$ cat src/rtl/link_pkg.sv
// Shared definitions for the link watchdog: state encoding, default
// parameter values and the counter-width helper.
package link_pkg;

  typedef enum logic [2:0] {
    ST_REQ       = 3'd0,
    ST_WAIT_GT   = 3'd1,
    ST_WAIT_LINK = 3'd2,
    ST_STABLE    = 3'd3,
    ST_UP        = 3'd4,
    ST_FAILED    = 3'd5
  } link_state_t;

  localparam int DEF_REQ_CYCLES     = 16;
  localparam int DEF_TIMEOUT_CYCLES = 4096;
  localparam int DEF_STABLE_CYCLES  = 64;
  localparam int DEF_MAX_RETRIES    = 8;
  localparam int DEF_SOFT_WINDOW    = 256;
  localparam int DEF_SOFT_LIMIT     = 16;

  // $clog2 of the parameter, kept at least one bit wide for degenerate values.
  function automatic int cnt_w(input int n);
    return (n > 1) ? $clog2(n) : 1;
  endfunction

endpackage

$ cat src/rtl/err_rate_window.sv
// Soft-error rate monitor: counts ERR cycles inside a free-running window
// of SOFT_WINDOW cycles and flags OVER on the cycle the count reaches SOFT_LIMIT.
module err_rate_window
  import link_pkg::*;
#(
  parameter int SOFT_WINDOW = DEF_SOFT_WINDOW,
  parameter int SOFT_LIMIT  = DEF_SOFT_LIMIT
) (
  input  logic CLK,
  input  logic RESET,
  input  logic EN,
  input  logic ERR,
  output logic OVER
);

  localparam int WW = cnt_w(SOFT_WINDOW);
  localparam int CW = cnt_w(SOFT_LIMIT);
  localparam logic [WW-1:0] WIN_LAST = WW'(SOFT_WINDOW - 1);
  localparam logic [CW-1:0] CNT_LAST = CW'(SOFT_LIMIT - 1);

  logic [WW-1:0] r_win;
  logic [CW-1:0] r_cnt;
  logic [CW-1:0] w_cnt_base;

  // The first cycle of every window discards the old count, so an error on
  // that cycle opens the new window at a count of one.
  assign w_cnt_base = (r_win == '0) ? '0 : r_cnt;
  assign OVER       = EN && ERR && (w_cnt_base == CNT_LAST);

  // NOTE: sequential state is written only with non-blocking assignments so
  // every register samples the pre-edge values of the others.
  always_ff @(posedge CLK) begin
    if (RESET || !EN) begin
      r_win <= '0;
      r_cnt <= '0;
    end else begin
      r_win <= (r_win == WIN_LAST) ? '0 : r_win + WW'(1);
      r_cnt <= (ERR && (w_cnt_base != CNT_LAST)) ? w_cnt_base + CW'(1) : w_cnt_base;
    end
  end

endmodule

$ cat src/rtl/link_watchdog.sv
// Aurora link watchdog: requests GT resets, times out link bring-up, checks
// link stability and error rates, and gives up after a bounded number of retries.
module link_watchdog
  import link_pkg::*;
#(
  parameter int REQ_CYCLES     = DEF_REQ_CYCLES,
  parameter int TIMEOUT_CYCLES = DEF_TIMEOUT_CYCLES,
  parameter int STABLE_CYCLES  = DEF_STABLE_CYCLES,
  parameter int MAX_RETRIES    = DEF_MAX_RETRIES,
  parameter int SOFT_WINDOW    = DEF_SOFT_WINDOW,
  parameter int SOFT_LIMIT     = DEF_SOFT_LIMIT
) (
  input  logic       CLK,
  input  logic       RESET,
  input  logic       GT_RESET_ACTIVE,
  input  logic       CHANNEL_UP,
  input  logic       HARD_ERR,
  input  logic       SOFT_ERR,
  output logic       RESET_REQ,
  output logic       LINK_OK,
  output logic       FAIL,
  output logic [3:0] RETRY_CNT,
  output logic [2:0] STATE
);

  localparam int RW = cnt_w(REQ_CYCLES);
  localparam int TW = cnt_w(TIMEOUT_CYCLES);
  localparam int SW = cnt_w(STABLE_CYCLES);
  localparam logic [RW-1:0] REQ_LAST     = RW'(REQ_CYCLES - 1);
  localparam logic [TW-1:0] TIMEOUT_LAST = TW'(TIMEOUT_CYCLES - 1);
  localparam logic [SW-1:0] STABLE_LAST  = SW'(STABLE_CYCLES - 1);
  localparam logic [3:0]    RETRY_MAX    = 4'(MAX_RETRIES);

  link_state_t   r_state;
  logic [RW-1:0] r_req_cnt;
  logic [TW-1:0] r_timer;
  logic [SW-1:0] r_stable_cnt;
  logic [3:0]    r_retry_cnt;
  logic          r_reset_req;
  logic          r_link_ok;
  logic          r_fail;

  link_state_t   w_next_state;
  logic          w_retry;
  logic          w_timeout;
  logic          w_soft_over;
  logic          w_in_link_wait;

  err_rate_window #(
    .SOFT_WINDOW (SOFT_WINDOW),
    .SOFT_LIMIT  (SOFT_LIMIT)
  ) u_err_rate_window (
    .CLK   (CLK),
    .RESET (RESET),
    .EN    (r_state == ST_UP),
    .ERR   (SOFT_ERR),
    .OVER  (w_soft_over)
  );

  assign w_in_link_wait = (r_state == ST_WAIT_LINK) || (r_state == ST_STABLE);
  assign w_timeout      = w_in_link_wait && (r_timer == TIMEOUT_LAST);

  // NOTE: every signal gets a default before the case so no path can leave
  // it unassigned and infer a latch.
  always_comb begin
    w_retry      = 1'b0;
    w_next_state = r_state;
    case (r_state)
      ST_REQ:       if (r_req_cnt == REQ_LAST) w_next_state = ST_WAIT_GT;
      ST_WAIT_GT:   if (!GT_RESET_ACTIVE) w_next_state = ST_WAIT_LINK;
      ST_WAIT_LINK: begin
        w_retry = HARD_ERR || w_timeout;
        if (CHANNEL_UP) w_next_state = ST_STABLE;
      end
      ST_STABLE: begin
        w_retry = HARD_ERR || w_timeout;
        if (!CHANNEL_UP)                     w_next_state = ST_WAIT_LINK;
        else if (r_stable_cnt == STABLE_LAST) w_next_state = ST_UP;
      end
      ST_UP:        w_retry = !CHANNEL_UP || HARD_ERR || w_soft_over;
      ST_FAILED:    w_next_state = ST_FAILED;
      default:      w_next_state = ST_REQ;
    endcase
    // A retry cause overrides whatever progress the link made this cycle.
    if (w_retry) w_next_state = (r_retry_cnt < RETRY_MAX) ? ST_REQ : ST_FAILED;
  end

  always_ff @(posedge CLK) begin
    if (RESET) begin
      r_state      <= ST_REQ;
      r_req_cnt    <= '0;
      r_timer      <= '0;
      r_stable_cnt <= '0;
      r_retry_cnt  <= '0;
      r_reset_req  <= 1'b1;
      r_link_ok    <= 1'b0;
      r_fail       <= 1'b0;
    end else begin
      r_state      <= w_next_state;
      r_req_cnt    <= (r_state == ST_REQ && w_next_state == ST_REQ) ? r_req_cnt + RW'(1) : '0;
      r_stable_cnt <= (r_state == ST_STABLE && w_next_state == ST_STABLE)
                      ? r_stable_cnt + SW'(1) : '0;
      // The timer keeps running across STABLE->WAIT_LINK so a flapping link still times out.
      if (!w_in_link_wait)  r_timer <= '0;
      else if (!w_timeout)  r_timer <= r_timer + TW'(1);
      if (w_retry && w_next_state == ST_REQ) r_retry_cnt <= r_retry_cnt + 4'd1;
      else if (w_next_state == ST_UP)        r_retry_cnt <= '0;
      r_reset_req  <= (w_next_state == ST_REQ);
      r_link_ok    <= (w_next_state == ST_UP);
      r_fail       <= (w_next_state == ST_FAILED);
    end
  end

  assign RESET_REQ = r_reset_req;
  assign LINK_OK   = r_link_ok;
  assign FAIL      = r_fail;
  assign RETRY_CNT = r_retry_cnt;
  assign STATE     = r_state;

endmodule

$ cat config.mk
export PLATFORM = sky130hd
export DESIGN_NAME = link_watchdog
export DESIGN_NICKNAME = d
export VERILOG_FILES = /design/src/rtl/link_pkg.sv /design/src/rtl/err_rate_window.sv /design/src/rtl/link_watchdog.sv
export SDC_FILE = /design/constraint.sdc
export NUM_CORES = 1
export LEC_CHECK = 0
export CORE_MARGIN = 10
export CORE_UTILIZATION = 30
export DETAILED_ROUTE_END_ITERATION = 12
export GPL_TIMING_DRIVEN = 0
export HOLD_SLACK_MARGIN = 0.05
export PLACE_DENSITY = 0.51
export SETUP_SLACK_MARGIN = 0.02
export SYNTH_ARGS = -nofsm -noshare
export SYNTH_HDL_FRONTEND = slang
export SYNTH_SLANG_ARGS = --single-unit
$ cat constraint.sdc
create_clock -name CLK -period 3.8 [get_ports CLK]
set_clock_uncertainty 0.05 [all_clocks]
set_input_delay 1.14 -clock CLK [delete_from_list [all_inputs] [get_ports CLK]]
set_output_delay 1.14 -clock CLK [all_outputs]
set_load 0.05 [all_outputs]
==> summary.md, run 1 <==
| Metric | Value |
|---|---|
| Lkg Pwr | `0.827 nW` |
| Gate Count Post-Synth | `239` |
| Initial antenna violation count | `0` |
| Largest net degree at the start of global routing | `14` |
| Core area | `6790 µm²` |
| Fin crit period | `2.99 ns` |
| Multi-input logic area | `1160 µm²` |
| Root Driver | `clkbuf_8` |
| First-pass GRT wire length | `8.02 mm` |
| Mapped Avg Cell Area | `8.78 µm²` |
| Fmax | `335 MHz` |
| Crit path top cell by count | `ha_1` |
| CTS Sinks | `44` |
| Vias/cell | `4.78` |
| CTS Hold Bufs | `0` |
| Clock latency on the worst-skew pair | `0.30 ns` |
| Chip width | `104 µm` |
| Share of cells above drive strength 1 | `9.54%` |
| Setup violations, final | `0` |
| DRC Markers | `0` |
| Hold Vio Cnt, Final | `0` |
| Tot GR Track Use | `8.80%` |
| Worst Setup Start Kind | `flip-flop` |
| DRT Wirelength | `4.60 mm` |
| Worst setup EP type | `flip-flop` |
| Actual slew at the worst max-slew pin | `0.760 ns` |
| Antenna Nets Post-Route | `0` |
| Area leader, netlist | `dfxtp_1` |
| R2r setup slk | `0.81 ns` |
| Post-CTS setup buffers | `0` |
| Vias in the first global route | `1696` |
| Final Wtd Congestion | `0.717` |
| ANT cells | `0` |
| Vias | `1710` |
| CTS tree | `yes` |
| Max_slew headroom | `48.7%` |
| Status | `complete, no violations` |
| Synth async-reset ratio | `0%` |
| Final setup TNS | `0 ns` |
| Slew Limit Fails | `0` |
| Filler cells | `712` |
| Post-cts sizing count | `0` |
| Top post-synthesis cells by area | `dfxtp_1 (42%), nor2_1 (5.7%), xor2_1 (4.6%), ha_1 (4.2%), nand2_1 (3.9%)` |
| Yosys top cell area share | `42.0%` |
| Synthesized area | `2100 µm²` |
| WL/cell | `12.8 µm` |
| Crit-path cells | `inv_1 -> ha_1 -> or4b_4 -> or4_4 -> and2_1 -> ha_1 -> nand2_1 -> nor4_1 -> a21oi_4 -> a221oi_1 -> a41o_1` |
| Area Growth Syn to Fin | `17.3%` |
| CP Data Arrival Time | `3.13 ns` |
| Initial DRC count | `36` |
| Slowest stage delay, CP | `0.48 ns` |
| Sequential share of the synthesized area | `42.0%` |
| Die area | `10700 µm²` |
| Row count | `30` |
| CTS Buf Count | `5` |
| Worst Path Required | `3.95 ns` |
| # port buffers | `15` |
| Initial DRT Pass Iterations | `4` |
| Post-detail-place hpwl | `3.34 mm` |
| Syn Nets | `252` |
| CTS Buffer Depth | `2` |
| Peak VDD IR | `0.000149 V` |
| Clock transition at the registers of the reported paths | `0.08 ns` |
| Distinct cells, synth | `53` |
| Max cap viols | `0` |
| Post-synth EDFFs | `0` |
| Ys flop type | `dfxtp_1` |
| Unrepaired setup endpoints after global routing | `no` |
| Synth Register Bits | `44` |
| Grt ovf | `0` |
| Part of the cycle the worst path needs | `78.6%` |
| Fin nets | `274` |
| # IOs | `16` |
| Initial core utilization | `30.9%` |
| Crit-path slowest cell | `or4_4` |
| Hold Path Class | `reg -> reg` |
| Die H | `104 µm` |
| Placed Cells | `350` |
| Crit path max fanout | `7` |
| Synthesis Warnings | `0` |
| PwrDens | `321 nW/µm²` |
| Post-Layout Cell Count | `358` |
| H-tree depth | `2` |
| Storage element area | `881 µm²` |
| Crit Path Category | `reg -> reg` |
==> through the flow <==
step | utilization [%] | cell area [µm²] | setup slack, ns | power (W) | hold slack (ns)
detailed placement | 34.9 | 2370 | 0.704 | 0.000494 | 0.386
global placement | 34.9 | 2370 | 0.696 | 0.000494 | 0.379
CTS | 36.2 | 2460 | 0.831 | 0.000805 | 0.399
floorplan | - | 2100 | 1.07 | 0.000485 | 0.362
global route | 36.2 | 2460 | 0.666 | 0.000825 | 0.427
finish | 36.2 | 2460 | 0.813 | 0.000789 | 0.394
==> state kept, by name, indices dropped and copies added, names as in the netlist <==
register                 count
r_req_cnt                    4
r_timer                     12
u_err_rate_window.r_cnt      4
r_stable_cnt                 6
FAIL                         1
LINK_OK                      1
RESET_REQ                    1
RETRY_CNT                    4
u_err_rate_window.r_win      8
STATE                        3
==> worst paths after layout <==
kind	endpoint	startpoint	cells past startpoint
setup / recovery	RETRY_CNT[0]	u_err_rate_window.r_win[0]	11
hold / removal	r_stable_cnt[0]	r_stable_cnt[0]	1
setup reg to reg	RETRY_CNT[0]	u_err_rate_window.r_win[0]	11
hold reg to reg	r_stable_cnt[0]	r_stable_cnt[0]	1
==> synth_stat cells, drive strengths merged (2+ instances only) <==
library cell	n
clkbuf	4
xor2	11
o21ai	7
and3	3
nor3	8
buf	3
nor4	3
nor2b	3
nand3	14
nor2	33
ha	7
xnor2	9
or4	2
nand4	7
or3	4
a21oi	11
mux2i	2
a211oi	5
nand2	22
or2	3
and2	2
nand2b	3
inv	7
dfxtp	44
==> power by group <==
part | internal, W | switching [W]
Clock | 0.000145 | 0.000162
Sequential | 0.000463 | 0.00000188
Combinational | 0.00000924 | 0.00000816
Total | 0.000618 | 0.000172
==> layout by cell type (no fill, tap or decap), types with 4 or more instances in the layout <==
cell / instances
clkbuf_8: 6
dfxtp_1: 44
inv_1: 7
a21oi_1: 9
nor3_1: 8
nor2_1: 32
nand2_1: 22
ha_1: 7
clkbuf_1: 4
nand3_1: 13
nand4_1: 7
clkdlybuf4s50_1: 15
o21ai_0: 4
or3_1: 4
a211oi_1: 5
xnor2_1: 9
xor2_1: 11
==> area by class of cell <==
type                    instances  area share [%]
plain buffers                   7            1.22
clock buffers                   6            3.36
clock inverters                 2           0.407
inverters                       7            1.07
multi-input cells             181            47.2
flip-flops and latches         44            35.8
well taps                      96            4.88
repair buffers                 15            6.10
==> cells by family (layout without fill, tap and decap cells) <==
kind of cell,count (synthesis),after routing,share of synthesized area [%]
AND/OR/NAND/NOR,114,114,28.0
flip-flops,44,44,42.0
AO/OA/AOI/OAI,38,38,13.9
XOR/XNOR,20,20,8.35
buffers and inverters,14,37,2.68
adder cells (fa/ha/maj),7,7,4.17
multiplexers,2,2,0.954
==> layer usage <==
| layer | routed length (µm) | global-route usage (%) | vias to the layer above |
|---|---|---|---|
| met5 | 0 | 0 | - |
| met4 | 40 | 3.63 | 0 |
| met3 | 158 | 2.66 | 4 |
| met2 | 1970 | 13.4 | 16 |
| met1 | 2430 | 11.2 | 794 |
| li1 | - | - | 896 |
==> critical path, delay by kind of cell, from the launching register on <==
kind                     cells  cell delay [ns]
AND/OR/NAND/NOR              5             1.36
flip-flops                   1             0.35
buffers and inverters        1             0.07
adder cells (fa/ha/maj)      2             0.34
AO/OA/AOI/OAI                3             0.71
Note: power is estimated with default switching activity, not from simulation.
==> inputs of run 2 (changes only) <==
--- a/config.mk
+++ b/config.mk
@@ -10,7 +10,7 @@
 export DETAILED_ROUTE_END_ITERATION = 12
 export GPL_TIMING_DRIVEN = 0
 export HOLD_SLACK_MARGIN = 0.05
-export PLACE_DENSITY = 0.51
+export PLACE_DENSITY = 0.52
 export SETUP_SLACK_MARGIN = 0.02
 export SYNTH_ARGS = -nofsm -noshare
 export SYNTH_HDL_FRONTEND = slang
==> constraint.sdc (replaced) <==
create_clock -name CLK -period 2.6 [get_ports CLK]
set_clock_uncertainty 0.05 [all_clocks]
set_input_delay 0.78 -clock CLK [delete_from_list [all_inputs] [get_ports CLK]]
set_output_delay 0.78 -clock CLK [all_outputs]
set_load 0.05 [all_outputs]
==> summary.md, run 2 (same netlist as run 1, synthesis figures left out) <==
| Metric | Value |
|---|---|
| Worst Setup Start Kind | `flip-flop` |
| Fin nets | `285` |
| Initial antenna violation count | `0` |
| PwrDens | `453 nW/µm²` |
| Register with the most flip-flops | `r_timer` |
| R2r setup slk | `-0.10 ns` |
| # port buffers | `15` |
| Setup violations, final | `17` |
| Vias | `1785` |
| Slowest stage delay, CP | `0.46 ns` |
| Violated checks | `negative setup slack` |
| Slew Limit Fails | `0` |
| Crit-path slowest cell | `or4b_4` |
| Unrepaired setup endpoints after global routing | `yes` |
| Share of cells above drive strength 1 | `22.0%` |
| H-tree depth | `2` |
| Reg2reg end | `RETRY_CNT[0]` |
| Fin worst setup slack | `-0.101 ns` |
| Max_slew headroom | `55.0%` |
| Lkg Pwr | `0.942 nW` |
| Filler cells | `713` |
| WL/cell | `12.8 µm` |
| Status | `finished, violations left` |
| Antenna Nets Post-Route | `0` |
| CTS Sinks | `44` |
| Peak VDD IR | `0.000228 V` |
| Worst setup EP type | `flip-flop` |
| Die H | `104 µm` |
| Tot GR Track Use | `8.84%` |
| Most frequent cells in the layout | `dfxtp_1 (42), nor2_1 (29), nand2_1 (21), clkdlybuf4s50_1 (13), nand3_1 (12)` |
| Min Hold Slack | `0.391 ns` |
| CTS Buf Count | `5` |
| Chip width | `104 µm` |
| Core area | `6790 µm²` |
| Max reg flops | `12` |
| Area Growth Syn to Fin | `30.1%` |
| First-pass GRT wire length | `8.05 mm` |
| DRT Wirelength | `4.72 mm` |
| Final Wtd Congestion | `0.761` |
| CTS Buffer Depth | `2` |
| Vias in the first global route | `1707` |
| Crit Path Category | `reg -> reg` |
| Grt ovf | `0` |
| Biggest regs | `r_timer (12), u_err_rate_window.r_win (8), r_stable_cnt (6)` |
| Hold Path Class | `reg -> reg` |
| CTS tree | `yes` |
| Vias/cell | `4.84` |
| Placed Area | `2430 µm²` |
| Part of the cycle the worst path needs | `104%` |
| # IOs | `16` |
| Post-route cell area | `2730 µm²` |
| Fmax | `370 MHz` |
| Crit-path cells | `inv_2 -> ha_4 -> or4b_4 -> or4_4 -> and2_4 -> ha_4 -> nand2_4 -> nor4_4 -> a21oi_4 -> buf_4 -> a221oi_2 -> a41o_1` |
| Initial DRC count | `51` |
| DP Worst Slack | `-0.200 ns` |
| Initial DRT Pass Iterations | `4` |
| Clock transition at the registers of the reported paths | `0.08 ns` |
| Clock latency on the worst-skew pair | `0.30 ns` |
| ANT cells | `0` |
| Post-detail-place hpwl | `3.29 mm` |
| Crit path top cell by count | `ha_4` |
| Die area | `10700 µm²` |
| Largest net degree at the start of global routing | `15` |
| Initial core utilization | `30.9%` |
| Most common cell after layout, fill and taps aside | `dfxtp_1` |
| Crit path max fanout | `4` |
| Worst Min Path Start | `r_stable_cnt[0]` |
| Reg2reg start | `u_err_rate_window.r_win[0]` |
| DRC Markers | `0` |
| Hold Path Sink | `r_stable_cnt[0]` |
| Row count | `30` |
| Max cap viols | `0` |
| Worst r2r path cells | `12` |
| Worst Hold Depth | `1` |
| Actual slew at the worst max-slew pin | `0.666 ns` |
| Root Driver | `clkbuf_8` |
| Hold Vio Cnt, Final | `0` |
| CP Data Arrival Time | `2.84 ns` |
| Worst Path Required | `2.74 ns` |
| Fin crit period | `2.70 ns` |
[run 2: worst max-delay path by stage]
stage	to	depth (start not counted)	start
2_1_floorplan	RETRY_CNT[0]	11	u_err_rate_window.r_win[0]
3_3_place_gp	RETRY_CNT[0]	11	u_err_rate_window.r_win[0]
3_5_place_dp	RETRY_CNT[0]	11	u_err_rate_window.r_win[0]
4_1_cts	STATE[0]	12	u_err_rate_window.r_win[0]
5_1_grt	r_stable_cnt[3]	13	u_err_rate_window.r_win[1]
6_report	RETRY_CNT[0]	12	u_err_rate_window.r_win[0]
[run 2: through the flow]
stage          utilization (%)  TNS [ns]  instances  power [W]
2_1_floorplan                -   -0.0559        239   0.000709
3_3_place_gp              35.8     -3.72        350   0.000723
3_5_place_dp              35.8     -3.67        350   0.000723
4_1_cts                   38.9    -0.398        366    0.00125
5_1_grt                   40.2     -2.39        369    0.00129
6_report                  40.2    -0.870        369    0.00124
[run 2: cell type report]
class | count | area (µm²) | share of cell area [%]
Multi-Input combinational cell | 181 | 1310 | 47.8
Sequential cell | 44 | 883 | 32.4
Timing Repair Buffer | 26 | 254 | 9.30
Tap cell | 96 | 120 | 4.40
Clock buffer | 5 | 68.8 | 2.52
Clock inverter | 3 | 42.5 | 1.56
Buffer | 7 | 30.0 | 1.10
Inverter | 7 | 26.3 | 0.962
[run 2: worst max-delay path, delay by kind of cell, from the launching register on]
kind                     cells  cell delay [ns]
adder cells (fa/ha/maj)      2             0.28
flip-flops                   1             0.33
buffers and inverters        2             0.21
AND/OR/NAND/NOR              5             1.24
AO/OA/AOI/OAI                3             0.48
[run 2: repair_timing]
action	CTS	global route
gates resized for setup	6	17
pin swaps	8	6
hold endpoints to repair	0	0
buffers inserted	8	3
setup endpoints to repair	21	26
hold buffers	0	0
[run 2: metal layers]
metal / GRT usage [%] / share of wire [%] / up-vias
li1: - / - / 918
met1: 11.3 / 50 / 842
met2: 13.6 / 45 / 20
met3: 2.73 / 3.9 / 5
met4: 3.33 / 0.97 / 0
met5: 0 / 0 / -
[run 2: where the power goes]
part | internal, W | leakage, nW | switching [W]
combinational | 0.0000142 | 0.532 | 0.0000142
sequential | 0.000677 | 0.356 | 0.00000292
clock | 0.000284 | 0.0541 | 0.000243
total | 0.000976 | 0.942 | 0.000260
==> inputs of run 3 (changes only) <==
--- a/config.mk
+++ b/config.mk
@@ -5,7 +5,8 @@
 export SDC_FILE = /design/constraint.sdc
 export NUM_CORES = 1
 export LEC_CHECK = 0
-export CORE_MARGIN = 10
+export CAP_MARGIN = 40
+export CORE_MARGIN = 4
 export CORE_UTILIZATION = 30
 export DETAILED_ROUTE_END_ITERATION = 12
 export GPL_TIMING_DRIVEN = 0
==> summary.md, run 3 (same netlist as run 1, synthesis figures left out) <==
| Metric | Value |
|---|---|
| Status | `finished, violations left` |
| Violated checks | `negative setup slack` |
| Antenna Nets Post-Route | `0` |
| Worst Min Path Start | `r_stable_cnt[0]` |
| Post-detail-place hpwl | `3.22 mm` |
| Lkg Pwr | `0.928 nW` |
| Clock transition at the registers of the reported paths | `0.08 ns` |
| Crit. Startpoint | `u_err_rate_window.r_win[1]` |
| Root Driver | `clkbuf_8` |
| CTS Buf Count | `5` |
| Initial core utilization | `30.9%` |
| Biggest regs | `r_timer (12), u_err_rate_window.r_win (8), r_stable_cnt (6)` |
| Fin worst setup slack | `-0.0417 ns` |
| # port buffers | `15` |
| Vias in the first global route | `1750` |
| Clock latency on the worst-skew pair | `0.29 ns` |
| Fin crit period | `2.64 ns` |
| Vias/cell | `4.84` |
| CP top delay family | `simple AND/OR/NAND/NOR gates` |
| Setup violations, final | `2` |
| Vias | `1773` |
| ANT cells | `0` |
| DRC Markers | `0` |
| H-tree depth | `2` |
| Core area | `6790 µm²` |
| CTS Buffer Depth | `2` |
| Unrepaired setup endpoints after global routing | `yes` |
| Area Growth Syn to Fin | `26.6%` |
| Crit-path cells | `inv_2 -> ha_2 -> or4b_4 -> or4_4 -> and2_4 -> ha_4 -> nand2_4 -> nor4_4 -> a21oi_4 -> buf_12 -> a221oi_2 -> a41o_1` |
| Worst Path Required | `2.74 ns` |
| Hold Path Class | `reg -> reg` |
| Most frequent cells in the layout | `dfxtp_1 (42), nor2_1 (30), nand2_1 (20), clkdlybuf4s50_1 (14), nand3_1 (12)` |
| Max reg flops | `12` |
| Final Wtd Congestion | `0.743` |
| Share of cells above drive strength 1 | `19.3%` |
| Post-Layout Cell Count | `366` |
| CP Data Arrival Time | `2.78 ns` |
| WL/cell | `12.5 µm` |
| Peak VDD IR | `0.000223 V` |
| PwrDens | `438 nW/µm²` |
| Row count | `30` |
| Initial DRC count | `64` |
| Slowest stage delay, CP | `0.46 ns` |
| CTS Sinks | `44` |
| Initial antenna violation count | `0` |
| # IOs | `16` |
| Fin nets | `283` |
| Max cap viols | `0` |
| Chip width | `91.6 µm` |
| Min Hold Slack | `0.393 ns` |
| Tot GR Track Use | `11.8%` |
| Max_slew headroom | `52.4%` |
| Die H | `91.6 µm` |
| Initial DRT Pass Iterations | `4` |
| Hold Vio Cnt, Final | `0` |
| Placed Cells | `351` |
| Crit Path Category | `reg -> reg` |
| Actual slew at the worst max-slew pin | `0.705 ns` |
| Crit-path slowest cell | `or4b_4` |
| Register with the most flip-flops | `r_timer` |
| Crit path max fanout | `7` |
| Part of the cycle the worst path needs | `102%` |
| Grt ovf | `0` |
| CTS tree | `yes` |
| Power Total | `0.00116 W` |
| DRT Wirelength | `4.56 mm` |
| Slew Limit Fails | `0` |
| Fmax | `379 MHz` |
| First-pass GRT wire length | `8.17 mm` |
| Largest net degree at the start of global routing | `13` |
| Worst Setup Start Kind | `flip-flop` |
| Reg2reg start | `u_err_rate_window.r_win[1]` |
| Worst setup EP type | `flip-flop` |
| Most common cell after layout, fill and taps aside | `dfxtp_1` |
| Die area | `8400 µm²` |
| Buffers and inverters on the worst path | `2` |
run 3: cell types whose count changed in the layout (fill, tap and decap cells not counted), moves of 2 or more:
cell / change
a21oi_1: +2
nor3_1: +2
clkbuf_8: +2
buf_6: -2
run 3: what timing repair did:
item,CTS,global route
setup buffers,6,2
setup endpoints to repair,20,21
pin swaps,7,11
hold buffers,0,0
resized for setup,6,7
run 3: layout make-up:
| type | count | area (µm²) |
|---|---|---|
| fillers | 702 | 4140 |
| multi-input cells | 181 | 1260 |
| flip-flops and latches | 44 | 883 |
| repair buffers | 24 | 236 |
| well taps | 96 | 120 |
| clock buffers | 7 | 96.3 |
| plain buffers | 7 | 30.0 |
| inverters | 7 | 26.3 |
run 3: where the power goes:
group	leakage [nW]	total, W	internal, W	switching, W
Sequential	0.356	0.000680	0.000677	0.00000273
Combinational	0.522	0.0000274	0.0000136	0.0000138
Clock	0.0503	0.000456	0.000237	0.000219
run 3: per-stage QoR:
stage               utilization, %  worst slack, ns  TNS (ns)  area (µm²)
finish                        39.1          -0.0417   -0.0548        2660
global route                  39.1           -0.147     -1.30        2660
CTS                           38.5          -0.0504   -0.0837        2610
detailed placement            36.0           -0.221     -3.94        2440
global placement              35.8           -0.216     -3.72        2430
floorplan                        -          -0.0248   -0.0559        2160
run 3: routing by layer:
layer	wire [µm]	part of all wire [%]	vias to the layer above	track usage (%)
li1	-	-	906	-
met1	2300	50	838	15.7
met2	2080	46	22	18.9
met3	100	2.2	7	2.46
met4	74	1.6	0	4.15
met5	0	0	-	0
run 3: path summary, 6_finish.rpt:
| path | cells past startpoint | slack [ns] | to |
|---|---|---|---|
| worst max-delay path | 12 | -0.04 | RETRY_CNT[0] |
| worst min-delay path | 1 | 0.39 | r_stable_cnt[0] |
| worst max register to register | 12 | -0.04 | RETRY_CNT[0] |
| worst min register to register | 1 | 0.39 | r_stable_cnt[0] |
